===== src/rtl/cpu_pkg.sv =====
// Shared decode definitions for the 9-bit CPU pipeline: instruction classes,
// opcode and special sub-op encodings, and the fixed destination registers.
package cpu_pkg;

  typedef enum logic [2:0] {
    ClsAro  = 3'd0,
    ClsMov  = 3'd1,
    ClsLdst = 3'd2,
    ClsSsb  = 3'd3,
    ClsImm  = 3'd4,
    ClsBr   = 3'd5,
    ClsSpc  = 3'd6,
    ClsIll  = 3'd7
  } op_class_e;

  localparam logic [2:0] OP_ARO  = 3'b000;
  localparam logic [2:0] OP_MOV  = 3'b001;
  localparam logic [2:0] OP_LDST = 3'b010;
  localparam logic [2:0] OP_SSB  = 3'b011;
  localparam logic [2:0] OP_IMM  = 3'b100;
  localparam logic [2:0] OP_BR   = 3'b101;
  localparam logic [2:0] OP_SPC  = 3'b110;
  localparam logic [2:0] OP_TBA  = 3'b111;

  localparam logic [2:0] SPC_RW_A = 3'b001;
  localparam logic [2:0] SPC_RW_B = 3'b100;
  localparam logic [2:0] SPC_RD   = 3'b110;
  localparam logic [2:0] SPC_SYS  = 3'b111;

  localparam logic [3:0] SSB_REG = 4'b1000;
  localparam logic [3:0] IMM_REG = 4'b0001;

endpackage


===== src/rtl/decode_fields.sv =====
// Combinational decode of one instruction word into the register-read bundle,
// plus the next immediate accumulator, bank select and halt request.
module decode_fields
  import cpu_pkg::*;
#(
  parameter int unsigned IW     = 9,
  parameter int unsigned RB     = 3,
  parameter int unsigned BANK_W = 1,
  parameter int unsigned DW     = 8,
  parameter int unsigned OFS_W  = 4
) (
  input  logic [IW-1:0]        instr_i,
  input  logic [BANK_W-1:0]    bank_i,
  input  logic [DW-1:0]        imm_i,
  output op_class_e            op_class_o,
  output logic [2:0]           sub_op_o,
  output logic                 rd1_en_o,
  output logic                 rd2_en_o,
  output logic [BANK_W+RB-1:0] rd1_idx_o,
  output logic [BANK_W+RB-1:0] rd2_idx_o,
  output logic                 wr_en_o,
  output logic [BANK_W+RB-1:0] wr_idx_o,
  output logic [DW-1:0]        imm_o,
  output logic [BANK_W-1:0]    bank_o,
  output logic [DW-1:0]        br_off_o,
  output logic                 br_direct_o,
  output logic                 illegal_o,
  output logic                 halt_o
);

  localparam int unsigned RiW = BANK_W + RB;
  localparam int unsigned LoW = IW - 4;
  localparam int unsigned HiW = DW - LoW;

  logic [2:0]     opc;
  logic [2:0]     sub;
  logic           mode;
  logic [RB-1:0]  ra;
  logic [RB-1:0]  rb;
  logic [RiW-1:0] idx_a;
  logic [RiW-1:0] idx_b;

  assign opc   = instr_i[IW-1 -: 3];
  assign sub   = instr_i[IW-4 -: 3];
  assign mode  = instr_i[IW-4];
  assign ra    = instr_i[2*RB-1:RB];
  assign rb    = instr_i[RB-1:0];
  assign idx_a = {bank_i, ra};
  assign idx_b = {bank_i, rb};

  always_comb begin
    op_class_o  = ClsAro;
    sub_op_o    = '0;
    rd1_en_o    = 1'b0;
    rd2_en_o    = 1'b0;
    rd1_idx_o   = '0;
    rd2_idx_o   = '0;
    wr_en_o     = 1'b0;
    wr_idx_o    = '0;
    imm_o       = imm_i;
    bank_o      = bank_i;
    br_off_o    = '0;
    br_direct_o = 1'b0;
    illegal_o   = 1'b0;
    halt_o      = 1'b0;

    unique case (opc)
      OP_ARO: begin
        op_class_o = ClsAro;
        rd1_idx_o  = idx_a;
        wr_idx_o   = idx_a;
        rd2_idx_o  = idx_b;
        rd1_en_o   = 1'b1;
        rd2_en_o   = 1'b1;
        wr_en_o    = 1'b1;
      end
      OP_MOV: begin
        op_class_o = ClsMov;
        rd1_idx_o  = idx_a;
        rd2_idx_o  = idx_b;
        wr_idx_o   = idx_b;
        rd1_en_o   = 1'b1;
        wr_en_o    = 1'b1;
      end
      OP_LDST: begin
        // The data register is read for a store and written for a load.
        op_class_o = ClsLdst;
        rd1_idx_o  = idx_a;
        rd2_idx_o  = idx_b;
        wr_idx_o   = idx_b;
        rd1_en_o   = 1'b1;
        rd2_en_o   = 1'b1;
        wr_en_o    = 1'b1;
      end
      OP_SSB: begin
        op_class_o = ClsSsb;
        imm_o      = {{HiW{1'b0}}, instr_i[LoW-1:0]};
        bank_o     = instr_i[BANK_W-1:0];
        wr_idx_o   = RiW'(SSB_REG);
        wr_en_o    = 1'b1;
      end
      OP_IMM: begin
        op_class_o = ClsImm;
        if (mode) imm_o = {imm_i[DW-1:LoW], instr_i[LoW-1:0]};
        else      imm_o = {instr_i[HiW-1:0], imm_i[LoW-1:0]};
        wr_idx_o   = RiW'(IMM_REG);
        wr_en_o    = 1'b1;
      end
      OP_BR: begin
        op_class_o = ClsBr;
        if (mode) begin
          br_off_o = {{(DW-OFS_W){instr_i[OFS_W-1]}}, instr_i[OFS_W-1:0]};
        end else begin
          // Direct target names a full register index, not a banked one.
          br_direct_o = 1'b1;
          rd1_idx_o   = instr_i[RiW-1:0];
          rd1_en_o    = 1'b1;
        end
      end
      OP_SPC: begin
        op_class_o = ClsSpc;
        sub_op_o   = sub;
        unique case (sub)
          SPC_RW_A, SPC_RW_B: begin
            rd1_idx_o = idx_b;
            wr_idx_o  = idx_b;
            rd1_en_o  = 1'b1;
            wr_en_o   = 1'b1;
          end
          SPC_RD: begin
            rd1_idx_o = idx_b;
            rd1_en_o  = 1'b1;
          end
          SPC_SYS: begin
            rd2_idx_o = idx_b;
            wr_idx_o  = idx_b;
            if (rb == '0) begin
              halt_o = 1'b1;
            end else begin
              rd2_en_o = 1'b1;
              wr_en_o  = 1'b1;
            end
          end
          default: ;
        endcase
      end
      OP_TBA: begin
        op_class_o = ClsIll;
        illegal_o  = 1'b1;
      end
      default: ;
    endcase
  end

endmodule


===== src/rtl/decode_stage_p.sv =====
// Registered decode stage between fetch and register read: one pipeline
// register with valid/ready on both sides, plus immediate/bank/halt state.
module decode_stage_p
  import cpu_pkg::*;
#(
  parameter int unsigned IW     = 9,
  parameter int unsigned RB     = 3,
  parameter int unsigned BANK_W = 1,
  parameter int unsigned DW     = 8,
  parameter int unsigned OFS_W  = 4
) (
  input  logic                 clk_i,
  input  logic                 rst_i,
  input  logic                 in_valid_i,
  output logic                 in_ready_o,
  input  logic [IW-1:0]        instr_i,
  input  logic                 flush_i,
  output logic                 out_valid_o,
  input  logic                 out_ready_i,
  output op_class_e            op_class_o,
  output logic [2:0]           sub_op_o,
  output logic                 rd1_en_o,
  output logic                 rd2_en_o,
  output logic [BANK_W+RB-1:0] rd1_idx_o,
  output logic [BANK_W+RB-1:0] rd2_idx_o,
  output logic                 wr_en_o,
  output logic [BANK_W+RB-1:0] wr_idx_o,
  output logic [DW-1:0]        imm_o,
  output logic [DW-1:0]        br_off_o,
  output logic                 br_direct_o,
  output logic                 illegal_o,
  output logic                 halted_o
);

  localparam int unsigned RiW = BANK_W + RB;

  typedef struct packed {
    op_class_e      op_class;
    logic [2:0]     sub_op;
    logic           rd1_en;
    logic           rd2_en;
    logic [RiW-1:0] rd1_idx;
    logic [RiW-1:0] rd2_idx;
    logic           wr_en;
    logic [RiW-1:0] wr_idx;
    logic [DW-1:0]  br_off;
    logic           br_direct;
    logic           illegal;
  } bundle_t;

  bundle_t           bundle_d, bundle_q;
  logic              out_valid_d, out_valid_q;
  logic [DW-1:0]     imm_d, imm_q;
  logic [BANK_W-1:0] bank_d, bank_q;
  logic              halted_d, halted_q;
  logic              accept;

  op_class_e         dec_op_class;
  logic [2:0]        dec_sub_op;
  logic              dec_rd1_en, dec_rd2_en, dec_wr_en;
  logic [RiW-1:0]    dec_rd1_idx, dec_rd2_idx, dec_wr_idx;
  logic [DW-1:0]     dec_imm, dec_br_off;
  logic [BANK_W-1:0] dec_bank;
  logic              dec_br_direct, dec_illegal, dec_halt;

  decode_fields #(
    .IW     (IW),
    .RB     (RB),
    .BANK_W (BANK_W),
    .DW     (DW),
    .OFS_W  (OFS_W)
  ) u_fields (
    .instr_i     (instr_i),
    .bank_i      (bank_q),
    .imm_i       (imm_q),
    .op_class_o  (dec_op_class),
    .sub_op_o    (dec_sub_op),
    .rd1_en_o    (dec_rd1_en),
    .rd2_en_o    (dec_rd2_en),
    .rd1_idx_o   (dec_rd1_idx),
    .rd2_idx_o   (dec_rd2_idx),
    .wr_en_o     (dec_wr_en),
    .wr_idx_o    (dec_wr_idx),
    .imm_o       (dec_imm),
    .bank_o      (dec_bank),
    .br_off_o    (dec_br_off),
    .br_direct_o (dec_br_direct),
    .illegal_o   (dec_illegal),
    .halt_o      (dec_halt)
  );

  assign in_ready_o = ~halted_q & (~out_valid_q | out_ready_i);
  assign accept     = in_valid_i & in_ready_o & ~flush_i;

  always_comb begin
    out_valid_d = out_valid_q;
    bundle_d    = bundle_q;
    imm_d       = imm_q;
    bank_d      = bank_q;
    halted_d    = halted_q;

    if (flush_i) begin
      out_valid_d = 1'b0;
    end else if (accept) begin
      out_valid_d        = 1'b1;
      bundle_d.op_class  = dec_op_class;
      bundle_d.sub_op    = dec_sub_op;
      bundle_d.rd1_en    = dec_rd1_en;
      bundle_d.rd2_en    = dec_rd2_en;
      bundle_d.rd1_idx   = dec_rd1_idx;
      bundle_d.rd2_idx   = dec_rd2_idx;
      bundle_d.wr_en     = dec_wr_en;
      bundle_d.wr_idx    = dec_wr_idx;
      bundle_d.br_off    = dec_br_off;
      bundle_d.br_direct = dec_br_direct;
      bundle_d.illegal   = dec_illegal;
      imm_d              = dec_imm;
      bank_d             = dec_bank;
      halted_d           = halted_q | dec_halt;
    end else if (out_ready_i) begin
      out_valid_d = 1'b0;
    end
  end

  always_ff @(posedge clk_i) begin
    if (rst_i) begin
      out_valid_q <= 1'b0;
      bundle_q    <= '0;
      imm_q       <= '0;
      bank_q      <= '0;
      halted_q    <= 1'b0;
    end else begin
      out_valid_q <= out_valid_d;
      bundle_q    <= bundle_d;
      imm_q       <= imm_d;
      bank_q      <= bank_d;
      halted_q    <= halted_d;
    end
  end

  // imm_q only moves on accept, so it always equals the held bundle's imm.
  assign out_valid_o = out_valid_q;
  assign op_class_o  = bundle_q.op_class;
  assign sub_op_o    = bundle_q.sub_op;
  assign rd1_en_o    = bundle_q.rd1_en;
  assign rd2_en_o    = bundle_q.rd2_en;
  assign rd1_idx_o   = bundle_q.rd1_idx;
  assign rd2_idx_o   = bundle_q.rd2_idx;
  assign wr_en_o     = bundle_q.wr_en;
  assign wr_idx_o    = bundle_q.wr_idx;
  assign imm_o       = imm_q;
  assign br_off_o    = bundle_q.br_off;
  assign br_direct_o = bundle_q.br_direct;
  assign illegal_o   = bundle_q.illegal;
  assign halted_o    = halted_q;

endmodule


===== config.mk =====
export PLATFORM = sky130hd
export DESIGN_NAME = decode_stage_p
export DESIGN_NICKNAME = d
export VERILOG_FILES = /design/src/rtl/cpu_pkg.sv /design/src/rtl/decode_fields.sv /design/src/rtl/decode_stage_p.sv
export SDC_FILE = /design/constraint.sdc
export NUM_CORES = 1
export LEC_CHECK = 0
export BUFFER_PORTS_ARGS = -buffer_cell sky130_fd_sc_hd__clkbuf_2
export CORE_ASPECT_RATIO = 0.9
export CORE_MARGIN = 2
export CORE_UTILIZATION = 51
export DETAILED_ROUTE_END_ITERATION = 6
export PLACE_DENSITY_LB_ADDON = 0.15
export SLEW_MARGIN = 40
export SYNTH_ARGS = -nofsm -noshare
export SYNTH_HDL_FRONTEND = slang
export SYNTH_SLANG_ARGS = --single-unit

===== constraint.sdc =====
create_clock -name clk_i -period 1.7 [get_ports clk_i]
set_input_delay 0.425 -clock clk_i [delete_from_list [all_inputs] [get_ports clk_i]]
set_output_delay 0.425 -clock clk_i [all_outputs]
set_load 0.02 [all_outputs]

==> implementation parameters <==
Parameter                              Value

Floorplanning
  IO Count ... 56
  Overall die area ... 4273 sq um
  Effective utilization at floorplan ... 52.59%
  Die Span X ... 68.69 um
  Vertical die dimension ... 62.22 um
  Cell row count ... 21
  Core Box Area ... 3652 sq um

Clocking
  Depth of the CTS H-tree ... 2
  CTS tree ... done
  Total clock buffers created by CTS ... 5
  # resized after CTS ... 0
  Number of buffers inserted by hold repair at cts ... 0
  Clock transition at the registers of the reported paths ... 0.07 ns
  Clock Sinks ... 38
  Number of setup buffers added after CTS ... 0
  Maximum number of buffers from clock root to sink ... 2
  Clk_lat worst skew ... 0.29 ns
  CTS root buf ... clkbuf_8

Worst hold path
  Class of the tightest hold or removal check ... input port to flop
  Hold-critical path depth ... 2
  Worst min-delay path endpoint ... out_valid_o
  Worst Hold Launch ... flush_i

Yosys
  Fraction of registers with async set/reset ... 0%
  Synth Flop Type ... dfxtp_1
  Post-synthesis register bit count ... 38
  Total nets after synthesis ... 237
  Portion of the post-synthesis area used by sequential elements ... 39.61%
  Synthesis warning total ... 0
  Synth cell types ... 44
  Post-Synthesis Cells ... 223
  Post-synth design cell area ... 1921 sq um
  Mean instance size in the synthesized netlist ... 8.613 sq um
  Number of enable flip-flop cells after synthesis ... 0

STA
  Relative slew slack ... 74.64%
  Post-route fraction of the period consumed by the critical path ... 95.19%
  Final setup viols ... 0
  Worst-margin pin slew ... 0.3757 ns
  Worst hold slack ... 0.4047 ns
  Slew Viols, Final ... 0
  Maximum clock frequency ... 0.6180 GHz
  Final Hold Fails ... 0
  RSZ-0062 raised after global routing ... no
  Final period demand of the worst path ... 1.618 ns
  Setup_tns ... 0 ns
  Setup clock skew after layout ... 0.003439 ns

Global route
  Antenna violations before repair ... 0
  Wire length of the first global-routing pass ... 7797 um
  Global-route usage over all layers ... 23.53%
  Residual overflow from global routing ... 0
  Pin count of the biggest net entering global routing ... 26
  Vias in the first global route ... 1630

Worst setup path
  WP buf/inv ... 1
  Worst setup EP type ... primary output
  Beginning of the worst register-to-register path ... halted_o
  Critical path's slowest cell ... dfxtp_1
  Number of cells traversed by the worst register-to-register path ... 5
  Critical path startpoint category ... flop
  Slowest Stage Delay on Critical Path ... 0.37 ns
  Worst path cell trace ... nor2b_1 > nor2_1 > clkbuf_2
  Data arrival, critical path ... 1.19 ns
  Critical-path maximum fanout ... 3
  CP Data Required Time ... 1.27 ns
  Cell family with the largest share of critical-path delay ... flip-flops
  Reg-to-reg endpoint ... imm_o[3]
  Register-to-Register Setup Slack ... 0.23 ns
  Crit Path Category ... flop to primary output

Final layout
  Fill count ... 325
  Antenna Diode Count ... 0
  Fraction of final layout cells with drive strength greater than 1 ... 32.26%
  FF+latch area ... 760.7 sq um
  Area of the multi-input gates ... 1005 sq um
  Area growth, synth to finish ... 23.58%
  Net count, final ... 293
  Final core utilization ... 64.99%
  Final non-filler cell total ... 325

Detailed routing
  Violation count after the first detailed-route iteration ... 98
  Overall via count from detail_route ... 1881
  Number of iterations in the first detailed-routing pass ... 7
  # DRC ... 0
  Total wire length ... 4641 um
  Number of vias per cell ... 5.788
  Final ANT Viol Nets ... 0
  Post-route met1 wirelength ... 2115 um
  Highest routing layer actually used ... met4
  DR WL met3 ... 263 um
  Routed length per instance ... 14.28 um
  Total length of routed met2 wires ... 2227 um

Placement
  GP Congestion ... 0.9135
  Count of port buffers added during placement ... 55
  Post-detail-place hpwl ... 3413 um
  Count of placed standard cells including taps ... 318

Flow run
  Max-capacitance violation count ... 0

Pwr
  Worst-case vdd ir drop ... 0.5907 mV
  Power density over the cells ... 838.5 nW/um^2
  Total leakage power ... 0.9702 nW
  Total power draw ... 1.990 mW

Status
  Run status ... complete, no violations
## state kept, by name, indices dropped and copies added, names as in the netlist, 3 cells and up
name	cells
imm_o	8
br_off_o	4
rd1_idx_o	4
rd2_idx_o	4
wr_idx_o	4
op_class_o	3
sub_op_o	3
## worst register-to-register path: stages (launching register included)
cell      delay (ns)
dfxtp_1         0.38
nor3b_4         0.22
buf_4           0.17
o211ai_4        0.11
or3b_1          0.37
a21oi_1         0.16
## synthesized netlist by cell type (4+ instances only)
cell type / number / area share (%)
o211ai_1: 5 / 2.0
buf_2: 7 / 1.8
buf_4: 8 / 3.1
nand4_1: 7 / 2.3
nor3_1: 6 / 1.6
nor2_1: 15 / 2.9
a21oi_1: 25 / 6.5
dfxtp_1: 38 / 40
nand3_1: 6 / 1.6
a211oi_1: 5 / 2.0
nand2_1: 31 / 6.1
or3b_1: 5 / 2.3
a311oi_1: 4 / 1.8
clkbuf_1: 8 / 1.6
mux2i_1: 4 / 2.1
## power breakdown
| part | switching [mW] | internal (mW) |
|---|---|---|
| Sequential | 0.0129 | 0.913 |
| Clock | 0.298 | 0.469 |
| Combinational | 0.184 | 0.112 |
## layer usage
| layer | GRT usage (%) | vias to the layer above |
|---|---|---|
| met5 | 0 | - |
| li1 | - | 914 |
| met4 | 6.250 | 0 |
| met1 | 33.64 | 895 |
| met2 | 35.82 | 67 |
| met3 | 4.529 | 5 |
## cells by family after synthesis
group,Yosys count,synth area share [%]
muxes,4,2.085
buffers and inverters,27,8.078
and+or+nand+nor,95,28.86
DFF,38,39.61
xor gates and xnor gates,2,0.9122
AOI/OAI and AO/OA,57,20.46
## layout by cell type (no fill, tap or decap), types with 2 or more instances in the layout
| master | netlist | final |
|---|---|---|
| o211ai_1 | 5 | 5 |
| nor3_1 | 6 | 6 |
| nor3_4 | 2 | 2 |
| a21oi_1 | 25 | 25 |
| buf_4 | 8 | 18 |
| a311oi_1 | 4 | 4 |
| nand2b_1 | 3 | 3 |
| xnor2_1 | 2 | 2 |
| nor2_1 | 15 | 15 |
| a22oi_1 | 3 | 3 |
| or3b_1 | 5 | 5 |
| dfxtp_1 | 38 | 38 |
| nor4bb_1 | 2 | 2 |
| a221oi_1 | 3 | 3 |
| nand2_1 | 31 | 31 |
| clkbuf_2 | 0 | 55 |
| a211oi_1 | 5 | 5 |
| nor2b_1 | 3 | 3 |
| nand4_1 | 7 | 7 |
| a32oi_1 | 3 | 3 |
| nand3_1 | 6 | 6 |
| a21o_1 | 3 | 3 |
| mux2i_1 | 4 | 4 |
| clkbuf_8 | 0 | 6 |
| or3_1 | 2 | 2 |
| nand3b_1 | 3 | 3 |
| nor3b_1 | 2 | 2 |
## per-stage QoR
step                      setup WS (ns)  instance area, sq um
final                           0.08177                  2374
after global routing            0.01862                  2374
after CTS                        0.1008                  2374
after detailed placement       0.009418                  2261
after global placement          0.03945                  2261
after floorplan                  0.1936                  1921
## worst max-delay path by stage
stage                              to  slack, ns  cells past startpoint   startpoint
after global routing       in_ready_o       0.02                      3  out_valid_o
after global placement    wr_idx_o[3]       0.04                      5   instr_i[3]
after floorplan              imm_o[0]       0.19                      5   instr_i[7]
after CTS                  in_ready_o       0.10                      3  out_valid_o
final                      in_ready_o       0.08                      3  out_valid_o
after detailed placement  wr_idx_o[3]      0.009                      5   instr_i[3]
## final cells by class
type / instances / share of cell area, %
repair buffers: 74 / 18.13
clock buffers: 6 / 3.479
flip-flops and latches: 38 / 32.05
clock inverters: 1 / 1.265
inverters: 2 / 0.3163
multi-input cells: 158 / 42.33
well taps: 46 / 2.425
No activity file was read; power rests on OpenSTA's default activity.
